$ cat config.mk
export PLATFORM = sky130hd
export DESIGN_NAME = framebuffer_scanout
export DESIGN_NICKNAME = d
export VERILOG_FILES = /design/src/rtl/framebuffer_scanout.sv
export SDC_FILE = /design/constraint.sdc
export NUM_CORES = 2
export LEC_CHECK = 0
export BUFFER_PORTS_ARGS = -buffer_cell sky130_fd_sc_hd__buf_4
export CORE_AREA = 4 4 479 481
export CTS_BUF_LIST = sky130_fd_sc_hd__clkbuf_4
export CTS_CLUSTER_SIZE = 25
export DETAILED_ROUTE_END_ITERATION = 8
export DIE_AREA = 0 0 483 485
export GPL_TIMING_DRIVEN = 0
export PLACE_DENSITY = 0.42
export SLEW_MARGIN = 20
export SYNTH_ARGS = -nofsm -noshare
export SYNTH_HDL_FRONTEND = slang
export SYNTH_SLANG_ARGS = --single-unit
$ cat constraint.sdc
create_clock -name clock -period 9.6 [get_ports clock]
set_input_delay 1.92 -clock clock [delete_from_list [all_inputs] [get_ports clock]]
set_output_delay 1.92 -clock clock [all_outputs]
set_load 0.01 [all_outputs]
$ cat src/rtl/framebuffer_scanout.sv
`default_nettype none
// ============================================================================
// framebuffer_scanout : 40x30 monochrome framebuffer -> VGA raster, one square
// cell of 2^CELL_SHIFT pixels per bit, snapshotted once per frame.
// Revision 1.0
// ============================================================================
module framebuffer_scanout #(
  parameter logic [11:0] FG_COLOR   = 12'hFFF,
  parameter logic [11:0] BG_COLOR   = 12'h000,
  parameter int          H_VISIBLE  = 640,
  parameter int          H_FRONT    = 16,
  parameter int          H_SYNC     = 96,
  parameter int          H_BACK     = 48,
  parameter int          V_VISIBLE  = 480,
  parameter int          V_FRONT    = 10,
  parameter int          V_SYNC     = 2,
  parameter int          V_BACK     = 33,
  parameter int          CELL_SHIFT = 4
) (
  input  logic          clock,
  input  logic          reset_n,
  input  logic          pixel_tick,
  input  logic [1199:0] framebuffer,
  output logic          hsync,
  output logic          vsync,
  output logic [3:0]    red,
  output logic [3:0]    green,
  output logic [3:0]    blue,
  output logic          frame_start
);

  localparam int H_TOTAL = H_VISIBLE + H_FRONT + H_SYNC + H_BACK;
  localparam int V_TOTAL = V_VISIBLE + V_FRONT + V_SYNC + V_BACK;
  localparam int HW      = $clog2(H_TOTAL);
  localparam int VW      = $clog2(V_TOTAL);
  localparam int COLS    = 40;
  localparam int IDX_W   = 11;

  localparam logic [HW-1:0] H_LAST     = HW'(H_TOTAL - 1);
  localparam logic [HW-1:0] H_VIS_END  = HW'(H_VISIBLE);
  localparam logic [HW-1:0] H_SYNC_BEG = HW'(H_VISIBLE + H_FRONT);
  localparam logic [HW-1:0] H_SYNC_END = HW'(H_VISIBLE + H_FRONT + H_SYNC);
  localparam logic [VW-1:0] V_LAST     = VW'(V_TOTAL - 1);
  localparam logic [VW-1:0] V_VIS_END  = VW'(V_VISIBLE);
  localparam logic [VW-1:0] V_SYNC_BEG = VW'(V_VISIBLE + V_FRONT);
  localparam logic [VW-1:0] V_SYNC_END = VW'(V_VISIBLE + V_FRONT + V_SYNC);

  logic [HW-1:0]    hcount_q, hcount_d;
  logic [VW-1:0]    vcount_q, vcount_d;
  logic [1199:0]    snap_q, snap_d;
  logic             hsync_q, hsync_d;
  logic             vsync_q, vsync_d;
  logic [11:0]      rgb_q, rgb_d;
  logic             frame_start_q, frame_start_d;

  logic             h_last, v_last, visible, snap_load;
  logic [HW-1:0]    col;
  logic [VW-1:0]    row;
  logic [IDX_W-1:0] cell_idx;

  assign h_last    = (hcount_q == H_LAST);
  assign v_last    = (vcount_q == V_LAST);
  assign visible   = (hcount_q < H_VIS_END) && (vcount_q < V_VIS_END);
  assign col       = hcount_q >> CELL_SHIFT;
  assign row       = vcount_q >> CELL_SHIFT;
  // Column 0 is the MSB end of each 40-bit row; only consumed while visible.
  assign cell_idx  = IDX_W'(row) * IDX_W'(COLS) + IDX_W'(COLS - 1) - IDX_W'(col);
  // Reload at the first blanking line so a whole visible frame uses one image.
  assign snap_load = pixel_tick && (hcount_q == '0) && (vcount_q == V_VIS_END);

  always_comb begin
    hcount_d      = hcount_q;
    vcount_d      = vcount_q;
    snap_d        = snap_q;
    hsync_d       = hsync_q;
    vsync_d       = vsync_q;
    rgb_d         = rgb_q;
    frame_start_d = 1'b0;
    if (pixel_tick) begin
      if (h_last) begin
        hcount_d = '0;
        vcount_d = v_last ? '0 : vcount_q + VW'(1);
      end else begin
        hcount_d = hcount_q + HW'(1);
      end
      hsync_d       = !((hcount_q >= H_SYNC_BEG) && (hcount_q < H_SYNC_END));
      vsync_d       = !((vcount_q >= V_SYNC_BEG) && (vcount_q < V_SYNC_END));
      rgb_d         = visible ? (snap_q[cell_idx] ? FG_COLOR : BG_COLOR) : 12'h000;
      frame_start_d = h_last && v_last;
    end
    if (snap_load) begin
      snap_d = framebuffer;
    end
  end

  always_ff @(posedge clock or negedge reset_n) begin
    if (!reset_n) begin
      hcount_q      <= '0;
      vcount_q      <= '0;
      snap_q        <= '0;
      hsync_q       <= 1'b1;
      vsync_q       <= 1'b1;
      rgb_q         <= 12'h000;
      frame_start_q <= 1'b0;
    end else begin
      hcount_q      <= hcount_d;
      vcount_q      <= vcount_d;
      snap_q        <= snap_d;
      hsync_q       <= hsync_d;
      vsync_q       <= vsync_d;
      rgb_q         <= rgb_d;
      frame_start_q <= frame_start_d;
    end
  end

  assign hsync              = hsync_q;
  assign vsync              = vsync_q;
  assign {red, green, blue} = rgb_q;
  assign frame_start        = frame_start_q;

endmodule

`default_nettype wire
==> reports/metrics.cfg <==
[timing]
worstMarginPinSlew_ns=1.12
rsz0062_at_grt=no
setup_viol=0
finalCritPeriodShare_pct=63.0
hold_viol_final=0
clock.fmax_mhz=165
worst_slack_ns=3.55
fin_tns_setup_ns=0
drv_slew=0
slew-limit-headroom_pct=25.4
finClkSkew_ns=0.134
period_needed_ns=6.05

[routing]
drt_iter0_drc=3611
ant_nets=0
dr.pass1.iters=6
drt-vias-per-instance=4.66
vias=50700
avgRoutedWirePerCell_um=28.9
route.detailed.drc=0
finalWirelength_um=315000

[logic_synthesis]
synth_mux_area_share_pct=13.7
synth_cell_type_count=56
postSynth.asyncResetShare_pct=100
synthSimpleGateAreaFrac_pct=25.7
syn_avg_cell_area_um2=9.37
synth_enable_flop_cells=0
synth-seq-cells=1224
synth_area_um2=56300
synth_top_family_by_area=simple AND/OR/NAND/NOR gates
synthCells=6003
ys_warn_count=0
ys.flop_type=dfrtp_1
synth_compound_area_share_pct=1.85
synth_adder_area_share_pct=0.494
ys_seq_area_share_pct=54.5
synth.net_count=7227
synth-xor-area-share_pct=0.374

[floorplan]
rows=174
die_w_um=483
die-area_um2=234000
die_h_um=485
num_io_pins=1218
start_util_pct=25.0
core_area_um2=225000

[min_path]
hp-class=input port to asynchronous set/reset pin

[placed_design]
dp_hpwl_um=249000
port-buffer-count=1217
place_ws_ns=3.47
place_congestion=0.902

[worst_setup_path]
crit_type=register to register
rr_worst_depth=12
arrival_ns=7.26
worst-path-max-fanout=10
cp-end-kind=register
cp-start-kind=register
worstPathRequired_ns=10.81

[clock_network]
cts_tree=built
post_cts_resized=0
cts_hold_buffers=0
cts.reportedPaths.clkPinSlew_ns=0.06
htreeDepth=5
cts_setup_buffers=0
cts-root-buf=clkbuf_4
numCtsBuffers=374
clock_latency_ns=1.40
cts_buffer_depth=4
cts_num_sinks=1224

[finish]
drive_above_1_share_pct=29.9
fillers=24000
nets=8857
synthToLayoutAreaGrowth_pct=32.5

[power]
ir_drop_mv=0.0888
p_int_w=0.00864
power_density_nw_per_um2=173
p_clk_share_pct=38.2
finalPower_w=0.0129
power_frac_seq_pct=40.2
swShare_pct=32.9
p_switching_w=0.00424
combinationalPowerShare_pct=21.6
p_leak_nw=40.4

[global_routing]
grt_pass1_vias=52900
antenna_found_initial=123
grt_pass1_wl_um=428000
grt_max_degree=129
grt_usage_pct=26.3
grt_overflow=0

[run_status]
status=finished, final reports clean

[run]
maxCapViolCount=0

-- cells in the mapped netlist (all sizes together), types with 17 or more instances --
cell type,number,area share [%]
a211oi,17,0.23
a21oi,25,0.22
a22oi,18,0.24
buf,195,2.0
clkbuf,186,1.2
dfrtp,1222,54
ha,19,0.42
inv,19,0.13
mux2i,68,1.2
mux4,308,12
nand2,3656,24
nand3,26,0.23
nor2,32,0.21
o21ai,18,0.16
o22ai,32,0.36
-- flip-flops by register name, indices dropped and copies added, names as in the netlist --
name	flops
snap_q	1200
hcount_q	10
vcount_q	10
frame_start	1
hsync	1
rgb_q	1
vsync	1
-- area by class of cell --
| class | count | area, um2 | share of cell area, % |
|---|---|---|---|
| Sequential cell | 1224 | 30600 | 41.1 |
| Multi-Input combinational cell | 4379 | 23800 | 31.9 |
| Clock buffer | 515 | 3870 | 5.19 |
| Clock inverter | 68 | 355 | 0.477 |
| Inverter | 19 | 71.3 | 0.0957 |
| Tap cell | 2992 | 3740 | 5.02 |
| Antenna cell | 60 | 150 | 0.201 |
| Timing Repair Buffer | 1254 | 10000 | 13.5 |
| Buffer | 381 | 1890 | 2.54 |
-- worst paths after layout --
path / startpoint / end / slack, ns
setup / recovery: hcount_q[5] / rgb_q[10] / 3.55
hold / removal: reset_n / snap_q[34] / 0.46
setup reg to reg: hcount_q[5] / rgb_q[10] / 3.55
hold reg to reg: snap_q[772] / snap_q[772] / 0.46
max in group asynchronous: reset_n / snap_q[725] / 6.23
min in group clock: snap_q[772] / snap_q[772] / 0.46
-- cell families (layout without fill, tap and decap cells) --
| kind of cell | count (synthesis) | in the layout |
|---|---|---|
| AO/OA/AOI/OAI | 156 | 156 |
| other | 0 | 60 |
| multiplexers | 385 | 385 |
| adder cells (fa/ha/maj) | 21 | 21 |
| buffers and inverters | 400 | 2237 |
| AND/OR/NAND/NOR | 3793 | 3793 |
| flip-flops | 1224 | 1224 |
| XOR/XNOR | 24 | 24 |
-- power by group through the flow --
stage | logic [W] | clock network, W | registers (W)
CTS | 0.00291 | 0.00508 | 0.00518
global placement | 0.00281 | 0 | 0.00528
global route | 0.00291 | 0.00536 | 0.00518
floorplan | 0.00102 | 0 | 0.00527
finish | 0.00278 | 0.00492 | 0.00518
detailed placement | 0.00291 | 0 | 0.00528
-- stage by stage --
step,hold slack [ns],cell area [um2],util [%],std cells
2_1_floorplan,0.431,56300,-,6003
3_3_place_gp,0.445,69100,30.8,10200
3_5_place_dp,0.450,70100,31.2,10200
4_1_cts,0.324,74400,33.1,10800
5_1_grt,0.369,74400,33.1,10900
6_report,0.459,74500,33.2,10900
-- placed cells by master, fill, tap and decap left out, types with 8 or more instances in the layout --
cell      instances
or3_1             8
mux2i_1          68
a211oi_1         17
clkbuf_2         34
inv_1            18
ha_1             19
nand3_1          26
a21oi_1          25
xnor2_1          14
buf_2           152
buf_6            20
o21ai_0          18
mux2_2            9
buf_12            9
diode_2          60
a22oi_1          18
dfrtp_1        1222
nor3_1           15
o22ai_1          32
buf_4          1240
clkbuf_1        152
nand2_1        3655
mux4_2          308
a31oi_1           8
nor2_1           29
buf_16           24
nand2b_1         11
nand4_1          11
clkinv_1         55
clkbuf_4        515
-- critical path, cell delays in order, from the launching register on --
cell and delay, ns:
dfrtp_1 0.42, buf_2 0.40, buf_2 0.56, buf_2 0.73, buf_2 0.70, buf_2 0.79
buf_2 0.66, nand2_1 0.11, a21oi_1 0.15, nand3_1 0.10, a21boi_0 0.66, a2111oi_0 0.29
o31ai_1 0.33
-- per-layer routing --
metal	track usage, %	vias to the layer above	part of all wire (%)
li1	-	22800	-
met5	0	-	0.14
met3	6.89	525	6.9
met4	7.81	78	2.9
met1	32.0	25300	40
met2	45.6	1995	50
(Power assumes the default switching activity.)
